**src/rtl/mic_pkg.sv**
```systemverilog
// Shared constants and arithmetic helpers for the microphone decimation path.
package mic_pkg;

    localparam int MIC_IN_W    = 32;
    localparam int MIC_OUT_W   = 24;
    localparam int MIC_DECIM   = 8;
    localparam int MIC_FFT_LEN = 1024;

    // Round half up from in_w to out_w bits and clamp positive overflow.
    // Operates on a sign-extended 64-bit value so one function serves any width pair;
    // the caller keeps the low out_w bits. Negative inputs can never exceed the range.
    function automatic logic signed [63:0] round_sat(
        input logic signed [63:0] x,
        input int                 in_w,
        input int                 out_w
    );
        logic signed [63:0] half_v;
        logic signed [63:0] sum_v;
        logic signed [63:0] res_v;
        logic signed [63:0] max_v;
        half_v = 64'sd1 <<< (in_w - out_w - 1);
        sum_v  = x + half_v;
        res_v  = sum_v >>> (in_w - out_w);
        max_v  = (64'sd1 <<< (out_w - 1)) - 64'sd1;
        if (res_v > max_v) begin
            res_v = max_v;
        end else begin
            res_v = res_v;
        end
        return res_v;
    endfunction

endpackage

```
**src/rtl/axis_skid_buffer.sv**
```systemverilog
// Two-entry AXI-Stream buffer whose input ready comes straight from a register.
// ready is high exactly when the skid slot is empty, so upstream never sees m_ready.
module axis_skid_buffer #(
    parameter int W = 25
) (
    input  logic         clk,
    input  logic         rst_n,
    input  logic         clr,
    input  logic         s_valid,
    output logic         s_ready,
    input  logic [W-1:0] s_data,
    output logic         m_valid,
    input  logic         m_ready,
    output logic [W-1:0] m_data
);

    logic         main_valid_r;
    logic [W-1:0] main_data_r;
    logic         skid_valid_r;
    logic [W-1:0] skid_data_r;
    logic         ready_r;

    logic         push_s;
    logic         pop_s;
    logic         main_valid_s;
    logic [W-1:0] main_data_s;
    logic         skid_valid_s;
    logic [W-1:0] skid_data_s;

    // Next-state for the output slot and the skid slot.
    always_comb begin
        push_s       = s_valid & ready_r;
        pop_s        = main_valid_r & m_ready;
        main_valid_s = main_valid_r;
        main_data_s  = main_data_r;
        skid_valid_s = skid_valid_r;
        skid_data_s  = skid_data_r;
        if (pop_s || !main_valid_r) begin
            if (skid_valid_r) begin
                // Skid occupied means ready was low, so no push can coincide.
                main_valid_s = 1'b1;
                main_data_s  = skid_data_r;
                skid_valid_s = 1'b0;
            end else begin
                main_valid_s = push_s;
                main_data_s  = push_s ? s_data : main_data_r;
            end
        end else begin
            if (push_s) begin
                skid_valid_s = 1'b1;
                skid_data_s  = s_data;
            end else begin
                skid_valid_s = skid_valid_r;
                skid_data_s  = skid_data_r;
            end
        end
    end

    // Storage registers; clr empties both slots and reopens the input.
    always_ff @(posedge clk or negedge rst_n) begin
        if (!rst_n) begin
            main_valid_r <= 1'b0;
            main_data_r  <= {W{1'b0}};
            skid_valid_r <= 1'b0;
            skid_data_r  <= {W{1'b0}};
            ready_r      <= 1'b0;
        end else if (clr) begin
            main_valid_r <= 1'b0;
            skid_valid_r <= 1'b0;
            ready_r      <= 1'b1;
        end else begin
            main_valid_r <= main_valid_s;
            main_data_r  <= main_data_s;
            skid_valid_r <= skid_valid_s;
            skid_data_r  <= skid_data_s;
            ready_r      <= ~skid_valid_s;
        end
    end

    assign s_ready = ready_r;
    assign m_valid = main_valid_r;
    assign m_data  = main_data_r;

endmodule

```
**src/rtl/axis_decimator.sv**
```systemverilog
// Keeps one sample in every DECIM, rounds/saturates it to OUT_W bits and frames the
// output stream with tlast every FRAME_LEN samples for the downstream FFT.
module axis_decimator
    import mic_pkg::*;
#(
    parameter int IN_W      = MIC_IN_W,
    parameter int OUT_W     = MIC_OUT_W,
    parameter int DECIM     = MIC_DECIM,
    parameter int FRAME_LEN = MIC_FFT_LEN
) (
    input  logic             clk_in,
    input  logic             rst_in,
    input  logic             clear_in,
    input  logic             s_axis_tvalid,
    output logic             s_axis_tready,
    input  logic [IN_W-1:0]  s_axis_tdata,
    output logic             m_axis_tvalid,
    input  logic             m_axis_tready,
    output logic [OUT_W-1:0] m_axis_tdata,
    output logic             m_axis_tlast,
    output logic             frame_done_out
);

    localparam int PH_W = (DECIM > 1) ? $clog2(DECIM) : 1;
    localparam int FR_W = $clog2(FRAME_LEN);

    logic [PH_W-1:0]  phase_r;
    logic [FR_W-1:0]  frame_r;
    logic             frame_done_r;

    logic             ready_s;
    logic             accept_s;
    logic             keep_s;
    logic             push_s;
    logic             last_s;
    logic [OUT_W-1:0] rounded_s;
    logic [OUT_W:0]   buf_in_s;
    logic [OUT_W:0]   buf_out_s;
    logic             buf_valid_s;

    // Handshake decode, rounding of the incoming sample and the tlast flag it would carry.
    always_comb begin
        accept_s  = s_axis_tvalid & ready_s;
        keep_s    = (phase_r == PH_W'(0));
        push_s    = accept_s & keep_s & ~clear_in;
        last_s    = (frame_r == FR_W'(FRAME_LEN - 1));
        rounded_s = OUT_W'(round_sat({{(64 - IN_W){s_axis_tdata[IN_W-1]}}, s_axis_tdata},
                                     IN_W, OUT_W));
        buf_in_s  = {rounded_s, last_s};
    end

    // Phase counter: advances on every accepted beat, kept or discarded.
    always_ff @(posedge clk_in or negedge rst_in) begin
        if (!rst_in) begin
            phase_r <= PH_W'(0);
        end else if (clear_in) begin
            phase_r <= PH_W'(0);
        end else if (accept_s) begin
            if (phase_r == PH_W'(DECIM - 1)) begin
                phase_r <= PH_W'(0);
            end else begin
                phase_r <= phase_r + PH_W'(1);
            end
        end else begin
            phase_r <= phase_r;
        end
    end

    // Frame counter: advances when a kept sample enters the buffer, not at output.
    always_ff @(posedge clk_in or negedge rst_in) begin
        if (!rst_in) begin
            frame_r <= FR_W'(0);
        end else if (clear_in) begin
            frame_r <= FR_W'(0);
        end else if (push_s) begin
            if (last_s) begin
                frame_r <= FR_W'(0);
            end else begin
                frame_r <= frame_r + FR_W'(1);
            end
        end else begin
            frame_r <= frame_r;
        end
    end

    // One-cycle pulse after a tlast beat leaves; a coinciding clear suppresses it.
    always_ff @(posedge clk_in or negedge rst_in) begin
        if (!rst_in) begin
            frame_done_r <= 1'b0;
        end else if (clear_in) begin
            frame_done_r <= 1'b0;
        end else begin
            frame_done_r <= buf_valid_s & m_axis_tready & buf_out_s[0];
        end
    end

    // Discarded beats still need ready, so only kept beats are offered to the buffer.
    axis_skid_buffer #(
        .W (OUT_W + 1)
    ) u_skid (
        .clk     (clk_in),
        .rst_n   (rst_in),
        .clr     (clear_in),
        .s_valid (s_axis_tvalid & keep_s),
        .s_ready (ready_s),
        .s_data  (buf_in_s),
        .m_valid (buf_valid_s),
        .m_ready (m_axis_tready),
        .m_data  (buf_out_s)
    );

    assign s_axis_tready  = ready_s;
    assign m_axis_tvalid  = buf_valid_s;
    assign m_axis_tdata   = buf_out_s[OUT_W:1];
    assign m_axis_tlast   = buf_out_s[0];
    assign frame_done_out = frame_done_r;

endmodule

```
**config.mk**
```make
export PLATFORM = sky130hd
export DESIGN_NAME = axis_decimator
export DESIGN_NICKNAME = d
export VERILOG_FILES = /design/src/rtl/mic_pkg.sv /design/src/rtl/axis_skid_buffer.sv /design/src/rtl/axis_decimator.sv
export SDC_FILE = /design/constraint.sdc
export NUM_CORES = 1
export LEC_CHECK = 0
export ABC_AREA = 1
export BUFFER_PORTS_ARGS = -buffer_cell sky130_fd_sc_hd__buf_2
export CAP_MARGIN = 20
export CORE_MARGIN = 5
export CORE_UTILIZATION = 50
export CTS_CLUSTER_DIAMETER = 40
export DETAILED_ROUTE_END_ITERATION = 10
export PLACE_DENSITY_LB_ADDON = 0.3
export SLEW_MARGIN = 30
export SYNTH_ARGS = -nofsm -noshare
export SYNTH_HDL_FRONTEND = slang
export SYNTH_SLANG_ARGS = --single-unit
```
**constraint.sdc**
```tcl
create_clock -name clk_in -period 5.2 [get_ports clk_in]
set_input_delay 0.78 -clock clk_in [delete_from_list [all_inputs] [get_ports clk_in]]
set_output_delay 0.78 -clock clk_in [all_outputs]
set_load 0.01 [all_outputs]
```
# After elaboration in Yosys (flattened, before gate mapping)
# Cells that the tools add are included.
# W data, S select, Z words.
# totals
register_bits,67
input_bits,37
wordCells,50
out_inout_bits,28
# op_classes
n_mux,17
order_cmp,1
add_sub_neg,3
n_bitwise,10
reduce_logical,9
eq_ne,2
# op_table
operator,n
$mux W25,2
$add A32 B9 Y33 const B,1
$mux W10,3
$gt A25 B24 Y1 const B,1
$mux W24,1
$add A10 B1 Y10 const B,1
$eq A10 B10 Y1 const B,1
$mux W3,3
$mux W1,8
$reduce_bool A2 Y1,4
$and A1 B1 Y1,7
$reduce_and A3 Y1,2
$add A3 B1 Y3 const B,1
$eq A3 B3 Y1 const B,1
$logic_not A3 Y1,1
$not A1 Y1,3
$logic_not A1 Y1,1
$logic_or A1 B1 Y1,1

# Logic depth before layout (Yosys ltp)
# Gate-level depths: netlist of the first run.
# depth
depth_word,7
mapped_depth,17
ltp_nobuf,17

# Modules after synthesis
# From an unflattened synthesis of the first run, not the netlist that was laid out.
# unflattened
cells_unflattened,642
area_unflattened_um2,4340.4
# modules_own_cells
module,instances,seq_area_each_um2,area_each_um2,cells_each
axis_skid_buffer,1,1326.3,2483.6,311
axis_decimator,1,350.3,1856.8,331

# Worst setup path before layout of the first run
# OpenSTA, ideal clock, no wires.
# synth_timing
kind,input to register
start,input s_axis_tdata[7]
end,register u_skid.main_data_r[17] (netlist: u_skid.m_data[17])
required_time_ps,5084
n_path_buf,1
setup_ps,116
path_stages,17
path_slack_ps,2820
arrival_ps,2264
path_cell_list,ha_1 nand2_2 nor2_4 nand2_2 nor2_2 nand2_1 nand2_1 nand2_2 nor2_1 nand2_1 nor2_2 nand2_2 nand3_4 buf_8 nand3_2 nand2_1 nand2_1
# synth_via
elab_chain_len,5
# synth_rtl
element,line_no,source
"start, declared",axis_decimator.sv:16,"input logic [IN_W-1:0] s_axis_tdata,"
$add A32 B9 Y33 *,mic_pkg.sv:22,sum_v = x + half_v;
$gt A25 B24 Y1,mic_pkg.sv:25,if (res_v > max_v) begin
$mux W24 *,mic_pkg.sv:25,
$mux W25 *,axis_skid_buffer.sv:46,main_data_s = push_s ? s_data : main_data_r;
$mux W25 *,axis_skid_buffer.sv:39,if (skid_valid_r) begin
"end signal, assigned",axis_skid_buffer.sv:63,main_data_r <= {W{1'b0}};
"end signal, assigned",axis_skid_buffer.sv:73,main_data_r <= main_data_s;
"end, declared",axis_skid_buffer.sv:18,logic [W-1:0] main_data_r;
# Every way passes the cells marked *; elsewhere a longest branch is shown, timed or not. The select of a mux whose other input is x is not followed.
# A chain may end at the register's enable or synchronous reset.

# Final worst setup path of the first run
# layout_timing
start,input s_axis_tdata[7]
end,register u_skid.main_data_r[3] (netlist: u_skid.m_data[3])
# Same word-level chain as after synthesis.

==> summary.md, run 1 <==
### STA
* 2.699 ns — shortest period the worst path allows
* 0 — endpoints failing hold
* 0.5191 — final clock period utilization by the worst path
* 0 ns — setup_tns
* 0 — Pins Over Slew Limit
* 0.01253 ns — clock skew
* 0.5977 — Slew HR
* no — unrepaired setup endpoints after global routing
* 0 — final setup fails
* 0.6035 ns — worst slew pin tran
* 370.5 MHz — maximum clock rate

### Pwr
* 0.0004954 W — switching power
* 0.328 — clock network fraction of total power
* 0.0001433 V — worst ir drop on vdd
* 0.225 — Logic pwr share
* 0.447 — sequential share of power
* 2.473 nW — leakage power total
* 0.001147 W — internal power contribution
* 346.8 nW/um2 — Pwr per Cell Area
* 0.3017 — fraction of power spent switching nets

### Placed design
* 723 — cell count after placement
* 0.8849 — final weighted congestion in routability-driven placement
* 6674 um — post-detail-place hpwl
* 57 — Port Buffer Count

### Detailed routing
* 9230 um — wire length after detailed routing
* 0 — number of antenna-violating nets in the routed design
* 12.47 um — routed wirelength normalized by instance count
* 0 — DRC violations left
* 202 — number of DRC violations after detailed-routing iteration 0
* 3761 — count of vias placed by the detailed router
* 5.082 — via/cell ratio
* 5 — 1st-pass router iterations

### Final layout
* 672 — Final #Nets
* 0.2031 — share of cells above drive strength 1
* 0 — number of antenna cells inserted
* 740 — Final Non-Filler Cells
* 13.67% — signed area change from the synthesized netlist to the final layout

### Floorplan
* 33 — placement row count
* 65 — number of I/O pins
* 8175 um2 — core area
* 101.3 um — width of the chip
* 0.5095 — Starting Density
* 10260 um2 — area of the die
* 101.3 um — height of the die

### Clocking
* 2 — Max clock buf depth
* 0 — postcts setup bufs
* 67 — CTS sink cnt
* 9 — CTS Buf Count
* 0 — hold bufs inserted after CTS
* 3 — number of H-tree branching levels
* 0.07 ns — Clock Pin Slew Worst Setup and Hold Paths
* 0 — PostCTS Resize Cnt
* done — CTS tree
* 0.35 ns — clock latency on the worst-skew pair
* clkbuf_8 — Root Driver

### Synth
* 1.000 — fraction of synthesis flops using an asynchronous set or reset pin
* 67 — register bit count reported by yosys
* 619 — nets in the synthesized netlist
* dfrtp_1 — cell taking the most area after synthesis
* 0.4025 — sequential fraction of the synthesis area
* 577 — cells after synthesis
* dfrtp_1, nand2_1, nor2_1, inv_1, nand3_2 — top area cells in the synthesized netlist
* 0 — synthesis warning total
* 34 — number of distinct library cells after synthesis
* 7.219 um2 — average instance area after synthesis
* dfrtp_1 — flip-flop cell with the highest count after synthesis
* 0 — number of flops mapped to enable cells by yosys
* nand2_1, nor2_1, dfrtp_1, inv_1, nand3_1 — top cell types by occurrence after synthesis
* 4165 um2 — Mapped Area
* nand2_1 — most used standard cell by instance count after synthesis
* 0.4025 — Synth top area share

### Worst hold path
* in -> async — class of the tightest hold or removal check

### Job
* 0 — number of max-cap violations

### Setup path
* 46 — Worst Path Max Fanout
* 1 — Buf/Inv on CP
* flip-flop — crit path capture type
* 2.93 ns — data arrival time of the worst path
* nand3_4 — slowest stage cell on the critical path
* 0.41 ns — highest cell delay on the worst timing path
* 5.43 ns — worst path required time
* buf_2 -> ha_1 -> nand3_1 -> nor2_2 -> nand2_1 -> nor2_1 -> xor2_1 -> nand3_1 -> nor2_2 -> nand2_2 -> nand3_4 -> nand3_1 -> nand2_1 -> nand2_1 — worst-path cell chain
* in -> reg — category of the most critical setup path
* simple AND/OR/NAND/NOR gates — crit-path leading delay family
* primary input — Setup crit start kind

### Global route
* 3534 — via count of the first global-routing pass
* 16080 um — first-pass GRT wire length
* 0.1929 — Total Routing Usage GR
* 0 — antenna violations before repair
* 0 — Congestion Overflow GR
* 68 — pin count of the biggest net entering global routing

### Run status
* completed — result of the run

-- path summary, 6_finish.rpt --
path,start,to,slack [ns],cells after the start
hold reg to reg,u_skid.m_data[15]$_DFFE_PN0P_,u_skid.m_data[15]$_DFFE_PN0P_,0.48,2
setup reg to reg,phase_r[0]$_DFFE_PN0P_,u_skid.m_data[15]$_DFFE_PN0P_,3.22,8
max in group asynchronous,rst_in,u_skid.skid_data_r[24]$_DFFE_PN0P_,4.28,3
hold / removal,rst_in,u_skid.m_data[22]$_DFFE_PN0P_,0.40,2
min in group clk_in,u_skid.m_data[15]$_DFFE_PN0P_,u_skid.m_data[15]$_DFFE_PN0P_,0.48,2
setup / recovery,s_axis_tdata[7],u_skid.m_data[3]$_DFFE_PN0P_,2.50,14
-- power by group through the flow --
| stage | clock network [W] | registers [W] | logic [W] |
|---|---|---|---|
| after global routing | 0.000572 | 0.000754 | 0.000425 |
| after detailed placement | 0 | 0.000746 | 0.000370 |
| after floorplan | 0 | 0.000763 | 0.000216 |
| after CTS | 0.000548 | 0.000735 | 0.000373 |
| after global placement | 0 | 0.000739 | 0.000361 |
| final | 0.000538 | 0.000734 | 0.000370 |
-- worst register-to-register path, cell delays in order, from the launching register on --
cell	delay (ns)
dfrtp_1	0.40
inv_1	0.08
ha_1	0.14
nand3_1	0.20
nand2_1	0.21
nand3_4	0.46
nor2_1	0.26
nand2_1	0.10
nand2_1	0.06
-- cells by family after synthesis --
kind of cell	after synthesis	synth area share
DFF	67	0.4025
xor gates and xnor gates	4	0.008412
adders and majority gates	5	0.01502
and+or+nand+nor	375	0.4148
buffers and inverters	80	0.09372
AOI/OAI and AO/OA	46	0.06548
-- metrics by stage --
| stage | hold slack (ns) | utilization | total power, W | instance area (um2) | worst slack, ns |
|---|---|---|---|---|---|
| final | 0.3956 | 0.5791 | 0.001642 | 4735 | 2.501 |
| after global routing | 0.4071 | 0.5791 | 0.001751 | 4735 | 2.175 |
| after CTS | 0.4797 | 0.5748 | 0.001656 | 4700 | 2.530 |
| after detailed placement | 0.4608 | 0.5444 | 0.001116 | 4451 | 2.151 |
| after global placement | 0.4581 | 0.5444 | 0.001100 | 4451 | 2.228 |
| after floorplan | 0.4534 | - | 0.0009796 | 4165 | 2.820 |
-- registers in the layout (all words and copies together), names as in the netlist --
name / cells
u_skid.m_valid: 1
u_skid.m_data: 25
u_skid.s_ready: 1
u_skid.skid_valid_r: 1
frame_r: 10
phase_r: 3
u_skid.skid_data_r: 25
frame_done_out: 1
-- final cells by class --
cell class | count | area [um2]
clock buffers | 10 | 137.6
fillers | 781 | 3441
clock inverters | 6 | 111.4
repair buffers | 61 | 335.3
well taps | 105 | 131.4
multi-input cells | 430 | 2113
flip-flops and latches | 67 | 1677
inverters | 61 | 229.0
-- layer usage --
metal / global-route usage / vias up / wire (um)
met5: 0 / - / 0
met4: 0.06442 / 0 / 135
met3: 0.03099 / 13 / 476
met2: 0.3048 / 76 / 4211
met1: 0.2710 / 1744 / 4406
li1: - / 1928 / -
-- cells in the final DEF, fill, tap and decap left out, types with 8 or more instances in the layout --
master and instances:
nor2_2 10, o21ai_0 11, nand2_1 163, nand3_1 31, nand4_1 8, clkbuf_8 10
nand2_2 13, nand3_2 18, dfrtp_1 67, inv_1 60, a31oi_1 23, nor2_1 111
buf_2 57, a21oi_1 8
Power figures use the tool's default switching activity.
==> inputs of run 2 (changes only) <==
==> constraint.sdc (replaced) <==
create_clock -name clk_in -period 2.7 [get_ports clk_in]
set_input_delay 0.405 -clock clk_in [delete_from_list [all_inputs] [get_ports clk_in]]
set_output_delay 0.405 -clock clk_in [all_outputs]
set_load 0.01 [all_outputs]
==> summary.md, run 2 (synthesis results as in run 1) <==
### Detailed routing
* 4 — 1st-pass router iterations
* 9154 um — wire length after detailed routing
* 0 — DRC violations left
* 5.094 — via/cell ratio
* 0 — number of antenna-violating nets in the routed design
* 3780 — count of vias placed by the detailed router
* 221 — number of DRC violations after detailed-routing iteration 0
* 12.34 um — routed wirelength normalized by instance count

### STA
* 0 — endpoints failing hold
* 464.9 MHz — maximum clock rate
* 0.7967 — final clock period utilization by the worst path
* 0 — final setup fails
* 2.151 ns — shortest period the worst path allows
* no — unrepaired setup endpoints after global routing
* 0 ns — setup_tns
* 0.006518 ns — clock skew
* 0 — Pins Over Slew Limit
* 0.5214 — Slew HR
* 0.7180 ns — worst slew pin tran
* 0.5488 ns — slack of the critical path

### Setup path
* 0.25 ns — highest cell delay on the worst timing path
* simple AND/OR/NAND/NOR gates — crit-path leading delay family
* xor2_1 — slowest stage cell on the critical path
* u_skid.m_data[16]$_DFFE_PN0P_ — RR Endpoint
* phase_r[0]$_DFFE_PN0P_ — startpoint of the most critical register-to-register path
* 0.70 ns — Reg2Reg Setup Slack
* u_skid.m_data[16]$_DFFE_PN0P_ — CP endpoint
* 15 — cell count along the critical path
* 2.38 ns — data arrival time of the worst path
* 9 — cell count of the worst reg-to-reg path
* 2 — Buf/Inv on CP
* 18 — Worst Path Max Fanout
* flip-flop — crit path capture type
* in -> reg — category of the most critical setup path
* buf_2 -> ha_1 -> nand3_1 -> nor2_2 -> nand2_1 -> nor2_1 -> xor2_1 -> nand3_1 -> nor2_2 -> nand2_2 -> nand3_4 -> buf_4 -> nand3_2 -> nand2_1 -> nand2_1 — worst-path cell chain
* nand2_1 — cell occurring most often along the worst timing path
* 2.93 ns — worst path required time
* s_axis_tdata[7] — Critical path origin
* primary input — Setup crit start kind

### Floorplan
* 10260 um2 — area of the die
* 101.3 um — height of the die
* 33 — placement row count
* 101.3 um — width of the chip
* 0.5095 — Starting Density
* 8175 um2 — core area
* 65 — number of I/O pins

### Placed design
* 57 — Port Buffer Count
* 727 — cell count after placement
* 0.1891 ns — pre-CTS worst setup slack
* 0.8673 — final weighted congestion in routability-driven placement
* 6917 um — post-detail-place hpwl

### Clocking
* 0 — PostCTS Resize Cnt
* done — CTS tree
* clkbuf_8 — Root Driver
* 0 — hold bufs inserted after CTS
* 0.07 ns — Clock Pin Slew Worst Setup and Hold Paths
* 0 — postcts setup bufs
* 3 — number of H-tree branching levels
* 67 — CTS sink cnt
* 0.34 ns — clock latency on the worst-skew pair
* 2 — Max clock buf depth
* 9 — CTS Buf Count

### Global route
* 49 — pin count of the biggest net entering global routing
* 0 — antenna violations before repair
* 0.1893 — Total Routing Usage GR
* 3446 — via count of the first global-routing pass
* 0 — Congestion Overflow GR
* 15600 um — first-pass GRT wire length

### Pwr
* 0.283 — clock network fraction of total power
* 0.241 — Logic pwr share
* 0.476 — sequential share of power
* 2.462 nW — leakage power total
* 0.002042 W — internal power contribution
* 0.3146 — fraction of power spent switching nets
* 0.002980 W — Total Power
* 0.0009375 W — switching power
* 0.0002753 V — worst ir drop on vdd
* 633.1 nW/um2 — Pwr per Cell Area

### Final layout
* 783 — Layout fillers
* 0.2057 — share of cells above drive strength 1
* 1677 um2 — sequential cell area
* 13.01% — signed area change from the synthesized netlist to the final layout
* 675 — Final #Nets
* nand2_1 — most common library cell in the layout ignoring fill and taps
* 2106 um2 — combined area of the multi-input logic cells
* nand2_1, nor2_1, dfrtp_1, inv_1, buf_2 — most frequent cells in the layout
* 742 — Final Non-Filler Cells
* 0.5758 — utilization of the core after routing
* 0 — number of antenna cells inserted

### Job
* 0 — number of max-cap violations

### Worst hold path
* in -> async — class of the tightest hold or removal check

### Run status
* completed — result of the run

run 2: changes by cell type in the layout (fill, tap and decap cells not counted), sizes merged:
| cell | previous run | this run |
|---|---|---|
| inv | 62 | 61 |
| bufinv | 3 | 1 |
| clkinvlp | 1 | 2 |
| buf | 61 | 64 |
| clkbuf | 10 | 11 |
run 2: power groups by stage:
| stage | clock (W) | combinational, W | sequential [W] |
|---|---|---|---|
| 2_1_floorplan | 0 | 0.000417 | 0.00147 |
| 3_3_place_gp | 0 | 0.000702 | 0.00143 |
| 3_5_place_dp | 0 | 0.000727 | 0.00144 |
| 4_1_cts | 0.000865 | 0.000730 | 0.00142 |
| 5_1_grt | 0.000915 | 0.000822 | 0.00145 |
| 6_report | 0.000844 | 0.000717 | 0.00142 |
run 2: layout make-up:
type / count / area share
flip-flops and latches: 67 / 0.3562
clock buffers: 11 / 0.03216
well taps: 105 / 0.02791
clock inverters: 4 / 0.01063
repair buffers: 64 / 0.07709
inverters: 61 / 0.04864
multi-input cells: 430 / 0.4474
run 2: metrics by stage:
| stage | cell area, um2 | hold slack, ns |
|---|---|---|
| finish | 4707 | 0.1172 |
| global route | 4707 | 0.1623 |
| CTS | 4707 | 0.1291 |
| detailed placement | 4506 | 0.4623 |
| global placement | 4506 | 0.4602 |
| floorplan | 4165 | 0.1094 |
run 2: worst min path at each step:
stage	cells after the start	to	start	slack (ns)
floorplan	0	frame_done_out$_DFF_PN0_	rst_in	0.11
global placement	2	u_skid.m_data[22]$_DFFE_PN0P_	u_skid.m_data[22]$_DFFE_PN0P_	0.46
detailed placement	2	u_skid.m_data[21]$_DFFE_PN0P_	u_skid.m_data[21]$_DFFE_PN0P_	0.46
CTS	1	u_skid.m_data[22]$_DFFE_PN0P_	rst_in	0.13
global route	1	phase_r[1]$_DFFE_PN0P_	rst_in	0.16
finish	1	u_skid.m_data[22]$_DFFE_PN0P_	rst_in	0.12
run 2: layer usage:
metal | vias to the layer above | track usage | part of all wire
met2 | 105 | 0.2837 | 0.45
met5 | - | 0 | 0
met3 | 15 | 0.04752 | 0.059
met4 | 0 | 0.07055 | 0.023
li1 | 1934 | - | -
met1 | 1726 | 0.2652 | 0.47
